`config.mk`:
```
export PLATFORM = sky130hd
export DESIGN_NAME = fir_led_sample_scheduler_flat
export DESIGN_NICKNAME = d
export VERILOG_FILES = /design/src/rtl/fir_led_sample_scheduler_if.sv /design/src/rtl/fir_led_sample_scheduler.sv /design/src/flat_wrapper.sv
export SDC_FILE = /design/constraint.sdc
export NUM_CORES = 1
export LEC_CHECK = 0
export CORE_MARGIN = 2
export CORE_UTILIZATION = 45
export CTS_CLUSTER_SIZE = 10
export DETAILED_ROUTE_END_ITERATION = 12
export PLACE_DENSITY = 0.73
export SKIP_CTS_REPAIR_TIMING = 1
export SLEW_MARGIN = 20
export SYNTH_ARGS = -nofsm -noshare
export SYNTH_HDL_FRONTEND = slang
export SYNTH_SLANG_ARGS = --single-unit
```
`constraint.sdc`:
```
create_clock -name CLK_Filter -period 3.7 [get_ports CLK_Filter]
set_input_delay 0.74 -clock CLK_Filter [delete_from_list [all_inputs] [get_ports CLK_Filter]]
set_output_delay 0.74 -clock CLK_Filter [all_outputs]
set_load 0.05 [all_outputs]
```
`src/rtl/fir_led_sample_scheduler_if.sv`:
```
`default_nettype none
// ============================================================================
//  Module      : fir_led_sample_scheduler_if
//  Description : Signal bundle between the LED/ADC sample scheduler and its
//                surroundings: run request, ADC conversion handshake, LED
//                drives, RED/IR filter push channels, filter-status flags.
//                master = scheduler side, slave = environment side.
//  Signals     : enable, adc_data[7:0], adc_done       (environment -> sched)
//                adc_start, led_red, led_ir,
//                red_push, red_sample[7:0], ir_push, ir_sample[7:0],
//                red_ready, ir_ready, red_out_valid, ir_out_valid,
//                adc_timeout_err                       (sched -> environment)
//  Revision    : 1.0  initial release
// ============================================================================
interface fir_led_sample_scheduler_if;
  logic       enable;
  logic [7:0] adc_data;
  logic       adc_done;
  logic       adc_start;
  logic       led_red;
  logic       led_ir;
  logic       red_push;
  logic [7:0] red_sample;
  logic       ir_push;
  logic [7:0] ir_sample;
  logic       red_ready;
  logic       ir_ready;
  logic       red_out_valid;
  logic       ir_out_valid;
  logic       adc_timeout_err;

  modport master (
    input  enable, adc_data, adc_done,
    output adc_start, led_red, led_ir,
    output red_push, red_sample, ir_push, ir_sample,
    output red_ready, ir_ready, red_out_valid, ir_out_valid,
    output adc_timeout_err
  );

  modport slave (
    output enable, adc_data, adc_done,
    input  adc_start, led_red, led_ir,
    input  red_push, red_sample, ir_push, ir_sample,
    input  red_ready, ir_ready, red_out_valid, ir_out_valid,
    input  adc_timeout_err
  );
endinterface
`default_nettype wire

```
`src/rtl/fir_led_sample_scheduler.sv`:
```
`default_nettype none
// ============================================================================
//  Module      : fir_led_sample_scheduler
//  Description : Pulse-oximeter front-end sequencer. Alternates red / IR LED
//                phases of PHASE_CYC cycles, waits SETTLE_CYC cycles, runs one
//                ADC handshake per phase and pushes the captured byte to the
//                RED or IR FIR channel. Tracks per-channel tap fill (ready)
//                and flags filtered outputs PIPE_LAT cycles after warm pushes.
//  Ports       : CLK_Filter  - filter clock
//                rst_n       - asynchronous active-low reset
//                bus         - fir_led_sample_scheduler_if.master (see interface)
//  Revision    : 1.0  initial release
// ============================================================================
module fir_led_sample_scheduler #(
  parameter int PHASE_CYC   = 500,
  parameter int SETTLE_CYC  = 100,
  parameter int ADC_TIMEOUT = 200,
  parameter int TAPS        = 22,
  parameter int PIPE_LAT    = 3
) (
  input  logic                               CLK_Filter,
  input  logic                               rst_n,
  fir_led_sample_scheduler_if.master         bus
);

  localparam int PW = (PHASE_CYC > 1) ? $clog2(PHASE_CYC) : 1;
  localparam int WW = (ADC_TIMEOUT > 1) ? $clog2(ADC_TIMEOUT) : 1;
  localparam int CW = $clog2(TAPS + 1);

  localparam logic [PW-1:0] c_phase_last   = PW'(PHASE_CYC - 1);
  localparam logic [PW-1:0] c_settle_last  = PW'(SETTLE_CYC - 1);
  localparam logic [WW-1:0] c_timeout_last = WW'(ADC_TIMEOUT - 1);
  localparam logic [CW-1:0] c_taps_full    = CW'(TAPS);
  localparam logic [CW-1:0] c_taps_warm    = CW'(TAPS - 1);

  typedef enum logic [2:0] {
    S_IDLE      = 3'd0,
    S_SETTLE    = 3'd1,
    S_CONVERT   = 3'd2,
    S_WAIT_DONE = 3'd3,
    S_PUSH      = 3'd4,
    S_HOLD      = 3'd5
  } state_t;

  state_t        r_state;
  logic [PW-1:0] r_phase_cnt;
  logic          r_colour_ir;   // 0 = RED phase, 1 = IR phase
  logic [WW-1:0] r_wait_cnt;
  logic          r_adc_start;
  logic          r_led_red;
  logic          r_led_ir;
  logic          r_red_push;
  logic          r_ir_push;
  logic [7:0]    r_red_sample;
  logic [7:0]    r_ir_sample;
  logic [CW-1:0] r_red_cnt;
  logic [CW-1:0] r_ir_cnt;
  logic          r_red_ready;
  logic          r_ir_ready;
  logic          r_timeout_err;

  logic [PIPE_LAT-1:0] r_red_vpipe;
  logic [PIPE_LAT-1:0] r_ir_vpipe;

  logic w_red_warm;
  logic w_ir_warm;

  // --------------------------------------------------------------------------
  // Sequencer. The phase counter and colour run independently of the state;
  // a phase wrap pulls any non-idle state back to SETTLE, abandoning an
  // in-flight conversion. All strobes are registered and default low.
  // --------------------------------------------------------------------------
  always_ff @(posedge CLK_Filter or negedge rst_n) begin
    if (!rst_n) begin
      r_state       <= S_IDLE;
      r_phase_cnt   <= '0;
      r_colour_ir   <= 1'b0;
      r_wait_cnt    <= '0;
      r_adc_start   <= 1'b0;
      r_led_red     <= 1'b0;
      r_led_ir      <= 1'b0;
      r_red_push    <= 1'b0;
      r_ir_push     <= 1'b0;
      r_red_sample  <= '0;
      r_ir_sample   <= '0;
      r_red_cnt     <= '0;
      r_ir_cnt      <= '0;
      r_red_ready   <= 1'b0;
      r_ir_ready    <= 1'b0;
      r_timeout_err <= 1'b0;
    end else if (!bus.enable) begin
      // Stop: everything except the sample registers returns to idle values.
      r_state       <= S_IDLE;
      r_phase_cnt   <= '0;
      r_colour_ir   <= 1'b0;
      r_wait_cnt    <= '0;
      r_adc_start   <= 1'b0;
      r_led_red     <= 1'b0;
      r_led_ir      <= 1'b0;
      r_red_push    <= 1'b0;
      r_ir_push     <= 1'b0;
      r_red_cnt     <= '0;
      r_ir_cnt      <= '0;
      r_red_ready   <= 1'b0;
      r_ir_ready    <= 1'b0;
      r_timeout_err <= 1'b0;
    end else begin
      r_adc_start <= 1'b0;
      r_red_push  <= 1'b0;
      r_ir_push   <= 1'b0;

      if (r_state == S_IDLE) begin
        // Every run opens with a RED phase at count 0.
        r_state     <= S_SETTLE;
        r_phase_cnt <= '0;
        r_colour_ir <= 1'b0;
        r_led_red   <= 1'b1;
        r_led_ir    <= 1'b0;
      end else if (r_phase_cnt == c_phase_last) begin
        r_state     <= S_SETTLE;
        r_phase_cnt <= '0;
        r_colour_ir <= ~r_colour_ir;
        r_led_red   <= r_colour_ir;
        r_led_ir    <= ~r_colour_ir;
      end else begin
        r_phase_cnt <= r_phase_cnt + 1'b1;
        case (r_state)
          S_SETTLE: begin
            if (r_phase_cnt == c_settle_last) begin
              r_state     <= S_CONVERT;
              r_adc_start <= 1'b1;
            end
          end
          S_CONVERT: begin
            r_state    <= S_WAIT_DONE;
            r_wait_cnt <= '0;
          end
          S_WAIT_DONE: begin
            if (bus.adc_done) begin
              r_state <= S_PUSH;
              // Counter and ready update on the same edge that raises the
              // push, so ready rises together with the TAPS-th push.
              if (r_colour_ir) begin
                r_ir_sample <= bus.adc_data;
                r_ir_push   <= 1'b1;
                r_ir_ready  <= (r_ir_cnt >= c_taps_warm);
                if (r_ir_cnt != c_taps_full) begin
                  r_ir_cnt <= r_ir_cnt + 1'b1;
                end
              end else begin
                r_red_sample <= bus.adc_data;
                r_red_push   <= 1'b1;
                r_red_ready  <= (r_red_cnt >= c_taps_warm);
                if (r_red_cnt != c_taps_full) begin
                  r_red_cnt <= r_red_cnt + 1'b1;
                end
              end
            end else if (r_wait_cnt == c_timeout_last) begin
              r_state       <= S_HOLD;
              r_timeout_err <= 1'b1;
            end else begin
              r_wait_cnt <= r_wait_cnt + 1'b1;
            end
          end
          S_PUSH: begin
            r_state <= S_HOLD;
          end
          S_HOLD: begin
            r_state <= S_HOLD;
          end
          default: begin
            r_state <= S_IDLE;
          end
        endcase
      end
    end
  end

  // --------------------------------------------------------------------------
  // Output-valid tracking. During a push cycle the channel count already
  // includes that push, so "count was TAPS-1 or TAPS when issued" reads as
  // count >= TAPS-1 here. Each warm push walks a PIPE_LAT-deep shift register.
  // --------------------------------------------------------------------------
  assign w_red_warm = r_red_push && (r_red_cnt >= c_taps_warm);
  assign w_ir_warm  = r_ir_push  && (r_ir_cnt  >= c_taps_warm);

  always_ff @(posedge CLK_Filter or negedge rst_n) begin
    if (!rst_n) begin
      r_red_vpipe <= '0;
      r_ir_vpipe  <= '0;
    end else if (!bus.enable) begin
      r_red_vpipe <= '0;
      r_ir_vpipe  <= '0;
    end else begin
      r_red_vpipe <= (r_red_vpipe << 1) | PIPE_LAT'(w_red_warm);
      r_ir_vpipe  <= (r_ir_vpipe  << 1) | PIPE_LAT'(w_ir_warm);
    end
  end

  assign bus.adc_start       = r_adc_start;
  assign bus.led_red         = r_led_red;
  assign bus.led_ir          = r_led_ir;
  assign bus.red_push        = r_red_push;
  assign bus.red_sample      = r_red_sample;
  assign bus.ir_push         = r_ir_push;
  assign bus.ir_sample       = r_ir_sample;
  assign bus.red_ready       = r_red_ready;
  assign bus.ir_ready        = r_ir_ready;
  assign bus.red_out_valid   = r_red_vpipe[PIPE_LAT-1];
  assign bus.ir_out_valid    = r_ir_vpipe[PIPE_LAT-1];
  assign bus.adc_timeout_err = r_timeout_err;

endmodule
`default_nettype wire

```
`src/flat_wrapper.sv`:
```
// flat-port wrapper written by rule: the top's interface ports become plain ports
module fir_led_sample_scheduler_flat 
#(
  parameter int PHASE_CYC   = 500,
  parameter int SETTLE_CYC  = 100,
  parameter int ADC_TIMEOUT = 200,
  parameter int TAPS        = 22,
  parameter int PIPE_LAT    = 3
)
  (CLK_Filter, rst_n, bus_enable, bus_adc_data, bus_adc_done, bus_adc_start, bus_led_red, bus_led_ir, bus_red_push, bus_red_sample, bus_ir_push, bus_ir_sample, bus_red_ready, bus_ir_ready, bus_red_out_valid, bus_ir_out_valid, bus_adc_timeout_err);
  fir_led_sample_scheduler_if bus_i ();
  input  logic CLK_Filter;
  input  logic rst_n;
  input wire logic [$bits(bus_i.enable)-1:0] bus_enable;
  input wire logic [$bits(bus_i.adc_data)-1:0] bus_adc_data;
  input wire logic [$bits(bus_i.adc_done)-1:0] bus_adc_done;
  output wire logic [$bits(bus_i.adc_start)-1:0] bus_adc_start;
  output wire logic [$bits(bus_i.led_red)-1:0] bus_led_red;
  output wire logic [$bits(bus_i.led_ir)-1:0] bus_led_ir;
  output wire logic [$bits(bus_i.red_push)-1:0] bus_red_push;
  output wire logic [$bits(bus_i.red_sample)-1:0] bus_red_sample;
  output wire logic [$bits(bus_i.ir_push)-1:0] bus_ir_push;
  output wire logic [$bits(bus_i.ir_sample)-1:0] bus_ir_sample;
  output wire logic [$bits(bus_i.red_ready)-1:0] bus_red_ready;
  output wire logic [$bits(bus_i.ir_ready)-1:0] bus_ir_ready;
  output wire logic [$bits(bus_i.red_out_valid)-1:0] bus_red_out_valid;
  output wire logic [$bits(bus_i.ir_out_valid)-1:0] bus_ir_out_valid;
  output wire logic [$bits(bus_i.adc_timeout_err)-1:0] bus_adc_timeout_err;
  assign bus_i.enable = bus_enable;
  assign bus_i.adc_data = bus_adc_data;
  assign bus_i.adc_done = bus_adc_done;
  assign bus_adc_start = bus_i.adc_start;
  assign bus_led_red = bus_i.led_red;
  assign bus_led_ir = bus_i.led_ir;
  assign bus_red_push = bus_i.red_push;
  assign bus_red_sample = bus_i.red_sample;
  assign bus_ir_push = bus_i.ir_push;
  assign bus_ir_sample = bus_i.ir_sample;
  assign bus_red_ready = bus_i.red_ready;
  assign bus_ir_ready = bus_i.ir_ready;
  assign bus_red_out_valid = bus_i.red_out_valid;
  assign bus_ir_out_valid = bus_i.ir_out_valid;
  assign bus_adc_timeout_err = bus_i.adc_timeout_err;
  fir_led_sample_scheduler #(.PHASE_CYC(PHASE_CYC), .SETTLE_CYC(SETTLE_CYC), .ADC_TIMEOUT(ADC_TIMEOUT), .TAPS(TAPS), .PIPE_LAT(PIPE_LAT)) u_core (.CLK_Filter(CLK_Filter), .rst_n(rst_n), .bus(bus_i));
endmodule
```
After elaboration in Yosys (flattened, before gate mapping) --
Cells that the tools add are included.
Storage, ports and cells: flip-flop bits (word level) 60, latch bits 0, RAM bits 0, bits in read-only memories 0, input port bits 12, output and inout port bits 26, word-level logic and storage cells 140, memories 0
Cells by class: add/subtract/negate cells 4, multiply operators 0, divide/modulo/power cells 0, magnitude comparators 2, equal/unequal tests 26, shift operators 0, multiplexer cells 73, bitwise logic cells 5, reductions and logical operators 13
Operator list (count):
- two-way mux 5 bit | 14
- two-way mux 1 bit | 41
- two-way mux 8 bit | 5
- two-way mux 9 bit | 3
- two-way mux 3 bit | 8
- AND reduction 6 bit | 4
- AND reduction 5 bit | 4
- case mux 8 bit (2 select lines) | 1
- != test 2 x 1 -> 1 bit, second input constant | 6
- case mux 3 bit (4 select lines) | 1
- adder 5 x 1 -> 5 bit, second input constant | 2
- >= comparator 5 bit, second input constant | 2
- != test 5 bit, second input constant | 2
- adder 9 x 1 -> 9 bit, second input constant | 1
- equality test 9 x 7 -> 1 bit, second input constant | 1
- equality test 9 bit, second input constant | 1
- adder 8 x 1 -> 8 bit, second input constant | 1
- equality test 8 bit, second input constant | 1
- != test 2 bit, second input constant | 4
- equality test 3 x 2 -> 1 bit, second input constant | 2
- equality test 3 bit, second input constant | 2
- != test 3 x 1 -> 1 bit, second input constant | 2
- != test 3 bit, second input constant | 2
- != test 6 x 3 -> 1 bit, second input constant | 1
- other kinds (8) | 12

Longest topological paths before layout --
depth after elaboration 8, depth in mapped cells 7, mapped depth without buffers 6

Worst setup path before layout --
OpenSTA, ideal clock, no wires.
path kind input port to flip-flop, start point input bus_adc_done, end point register u_core.r_ir_sample[0] (netlist: u_core.bus.ir_sample[0]), setup time 0.125 ns, arrival 1.807 ns, data required time 3.575 ns, slack 1.768 ns, stages 4, path buffers 0, cells stage by stage and4b_1 a21bo_2 nor3_4 mux2_2
Between the ends: longest elaborated chain between the ends 1
RTL lines:
- from (decl) | RTL line flat_wrapper.sv:16 | input wire logic [$bits(bus_i.adc_done)-1:0] bus_adc_done;
- AND reduction 6 bit (no line)
- to (signal assigned) | RTL line fir_led_sample_scheduler.sv:144 | r_ir_sample <= bus.adc_data;
- to (decl) | RTL line fir_led_sample_scheduler.sv:55 | logic [7:0] r_ir_sample;
No other way between the ends. A chain may end at the register's enable or synchronous reset.

Worst setup path in the final report --
start point register u_core.r_led_ir (netlist: u_core.bus.led_ir), end point output bus_led_ir
RTL lines:
- from (decl) | RTL line fir_led_sample_scheduler.sv:51 | logic r_led_ir;
- from (signal assigned) | RTL line fir_led_sample_scheduler.sv:124 | r_led_ir <= ~r_colour_ir;
- to (decl) | RTL line flat_wrapper.sv:19 | output wire logic [$bits(bus_i.led_ir)-1:0] bus_led_ir;
No word-level cell between the ends.

==> flow_metrics.py <==
metrics = {
    "outcome": {
        "status": "finished, final reports clean",
    },
    "sta": {
        "setup-tns-final_ns": 0,
        "tightest_slew_ns": 0.562,
        "setup_viol": 0,
        "rsz0062_at_grt": "false",
        "slew-limit-headroom_pct": 62.6,
        "max_clock_freq_ghz": 0.392,
        "fin_crit_ns": 2.55,
        "slew_violations": 0,
        "hold_viol_final": 0,
        "fin_ws_ns": 1.15,
        "fin_skew_ns": 0.00560,
        "post-route-period-util_pct": 68.9,
    },
    "critical_path": {
        "worstReg2RegStart": "u_core.r_phase_cnt[0]",
        "crit_start": "u_core.bus.led_ir",
        "regToRegSetupSlack_ns": 1.54,
        "slowest_stage": "clkdlybuf4s50_1",
        "cp_num_buf_inv": 1,
        "cp_max_fo": 13,
        "critPathArrivalTime_ns": 1.81,
        "endpoint": "bus_led_ir",
        "crit_path_max_incr_delay_ns": 0.88,
        "worstSetupStartpointType": "flip-flop",
        "r2r-end": "u_core.bus.red_sample[4]",
        "crit_chain": "clkdlybuf4s50_1",
        "required_ns": 2.96,
        "worstSetupPathType": "flip-flop to primary output",
        "worst_r2r_path_depth": 5,
        "cpLargestDelayFamily": "buffers and inverters",
        "path_depth": 1,
        "worst_setup_path_end_kind": "primary output",
    },
    "clock_tree": {
        "numCtsBuffers": 9,
        "insertion_delay_ns": 0.34,
        "clkSlewWorstSetupHoldPaths_ns": 0.07,
        "cts.path.max_buffers": 2,
        "htree_levels": 3,
        "clock-root-buffer": "clkbuf_8",
        "cts_num_sinks": 60,
        "cts_tree": "done",
    },
    "power_and_ir_drop": {
        "powerDensity_mw_per_mm2": 513,
        "p_leak_uw": 0.00154,
        "ir_drop_v": 0.000462,
        "power.total_uw": 1810,
    },
    "die": {
        "rows": 29,
        "core_mm2": 0.00628,
        "die_y_um": 84.2,
        "die_area_mm2": 0.00709,
        "die_w_um": 84.2,
        "initial_core_util_pct": 46.1,
        "ios": 38,
    },
    "logic_synthesis": {
        "synth_cells": 264,
        "syn_nets": 284,
        "ys_types": 49,
        "ys_warn_count": 0,
        "synth_edf_count": 0,
        "syn_area_mm2": 0.00289,
        "ys_ff_latch": 60,
        "ys.flop_type": "dfrtp_1",
        "ys_seq_area_share_pct": 51.9,
        "avgSynthCellArea_um2": 11.0,
        "synthArstFlopShare_pct": 100,
    },
    "drt": {
        "antenna_left": 0,
        "drt_drc_violations_left": 0,
        "vias": 2212,
        "viasPerCell": 5.72,
        "dr.pass1.iters": 4,
        "routed_wirelength_um": 5840,
        "drt_iter0_markers": 115,
        "post_drt_wl_per_cell_um": 15.1,
    },
    "place": {
        "post-dp-hpwl_um": 3960,
        "gp_congestion": 0.865,
        "port_buffers": 37,
        "place_ws_ns": 0.900,
    },
    "final_layout": {
        "regArea_mm2": 0.00150,
        "layout_common_cells": "dfrtp_1, clkdlybuf4s50_1, nand2_1, mux2_2, a21oi_1",
        "antennaDiodeCount": 0,
        "fillCellCount": 543,
        "area_growth_pct": 22.1,
        "multi_input_area_mm2": 0.00132,
        "final_common_cell": "dfrtp_1",
        "nNetsFinal": 325,
        "drive_above_1_share_pct": 12.9,
    },
    "grt": {
        "antenna_found_initial": 0,
        "grt_max_degree": 46,
        "overflow": 0,
        "grt_pass1_vias": 2114,
        "grt_pass1_wl_um": 10000,
        "grt_usage_pct": 17.8,
    },
    "job": {
        "drv_cap": 0,
    },
    "worst_hold_path": {
        "hold_class": "input port to asynchronous set/reset pin",
    },
}
## report_power, final
| group | switching [µW] | total (µW) | internal (µW) |
|---|---|---|---|
| logic | 284 | 446 | 162 |
| registers | 61.4 | 780 | 718 |
| clock network | 273 | 586 | 314 |
| total | 618 | 1810 | 1190 |
## registers in the layout (all words and copies together), names as in the netlist
name	count
u_core.bus.led_red	1
u_core.bus.led_ir	1
u_core.bus.red_ready	1
u_core.r_wait_cnt	8
u_core.r_red_cnt	5
u_core.bus.red_push	1
u_core.bus.adc_start	1
u_core.r_phase_cnt	9
u_core.bus.red_sample	8
u_core.r_ir_cnt	5
u_core.bus.adc_timeout_err	1
u_core.bus.ir_ready	1
u_core.bus.ir_sample	8
u_core.r_ir_vpipe	3
u_core.bus.ir_push	1
u_core.r_state	3
u_core.r_red_vpipe	3
## metrics by stage
| step | std cells | cell area (µm²) | util, % | hold slack [ns] |
|---|---|---|---|---|
| floorplan | 264 | 2890 | - | 0.434 |
| global placement | 371 | 3330 | 53.1 | 0.437 |
| detailed placement | 371 | 3330 | 53.1 | 0.445 |
| CTS | 387 | 3530 | 56.2 | 0.461 |
| global route | 387 | 3530 | 56.3 | 0.436 |
| finish | 387 | 3530 | 56.3 | 0.387 |
## how the worst min path moves through the flow
stage                                 end                  start  slack (ns)
finish              u_core.r_phase_cnt[6]                  rst_n        0.39
global route        u_core.r_phase_cnt[4]                  rst_n        0.44
CTS                 u_core.r_red_vpipe[2]  u_core.r_red_vpipe[1]        0.46
detailed placement  u_core.r_red_vpipe[1]  u_core.r_red_vpipe[0]        0.44
global placement     u_core.r_ir_vpipe[1]   u_core.r_ir_vpipe[0]        0.44
floorplan            u_core.r_ir_vpipe[1]   u_core.r_ir_vpipe[0]        0.43
## per-layer routing
| layer | track usage, % | up-vias | part of all wire (%) |
|---|---|---|---|
| met5 | 0 | - | 0 |
| met4 | 8.80 | 0 | 1.9 |
| met3 | 3.64 | 11 | 3.8 |
| met2 | 27.1 | 47 | 47 |
| met1 | 24.3 | 1083 | 47 |
| li1 | - | 1071 | - |
## final cells by class
| cell class | instances | share of cell area [%] |
|---|---|---|
| clock buffers | 9 | 3.51 |
| clock inverters | 7 | 2.12 |
| inverters | 10 | 1.06 |
| multi-input cells | 185 | 37.3 |
| flip-flops and latches | 60 | 42.5 |
| well taps | 77 | 2.73 |
| repair buffers | 39 | 10.8 |
## cells in the mapped netlist, types with 3 or more instances
library cell,n,share of area [%]
nor3_1,5,0.86
nor2_1,13,1.7
ha_1,8,3.5
clkbuf_1,5,0.65
a31oi_1,4,0.86
buf_2,4,0.69
and2_1,6,1.3
nand2_1,17,2.2
o31a_1,4,1.2
or3_1,5,1.1
nand4_1,3,0.65
o31ai_1,7,1.8
nand2b_1,4,0.86
o21ai_0,11,1.9
or4_1,4,1.0
nand3_1,11,1.9
xnor2_1,4,1.2
inv_1,10,1.3
and3_1,5,1.1
mux2_2,16,6.2
o311ai_0,5,1.5
dfrtp_1,60,52
a21oi_1,15,2.6
and4b_1,3,1.0
o2111ai_1,3,0.91
## cells by family (layout without fill, tap and decap cells)
kind of cell	count (synthesis)	count (layout)	synth area share, %
compound gates	64	64	15.4
xor+xnor	6	6	1.82
fa+ha+maj	8	8	3.46
buf+inv	19	65	2.64
flops	60	60	51.9
mux	18	18	6.92
simple gates	89	89	17.9
Power figures use the tool's default switching activity.
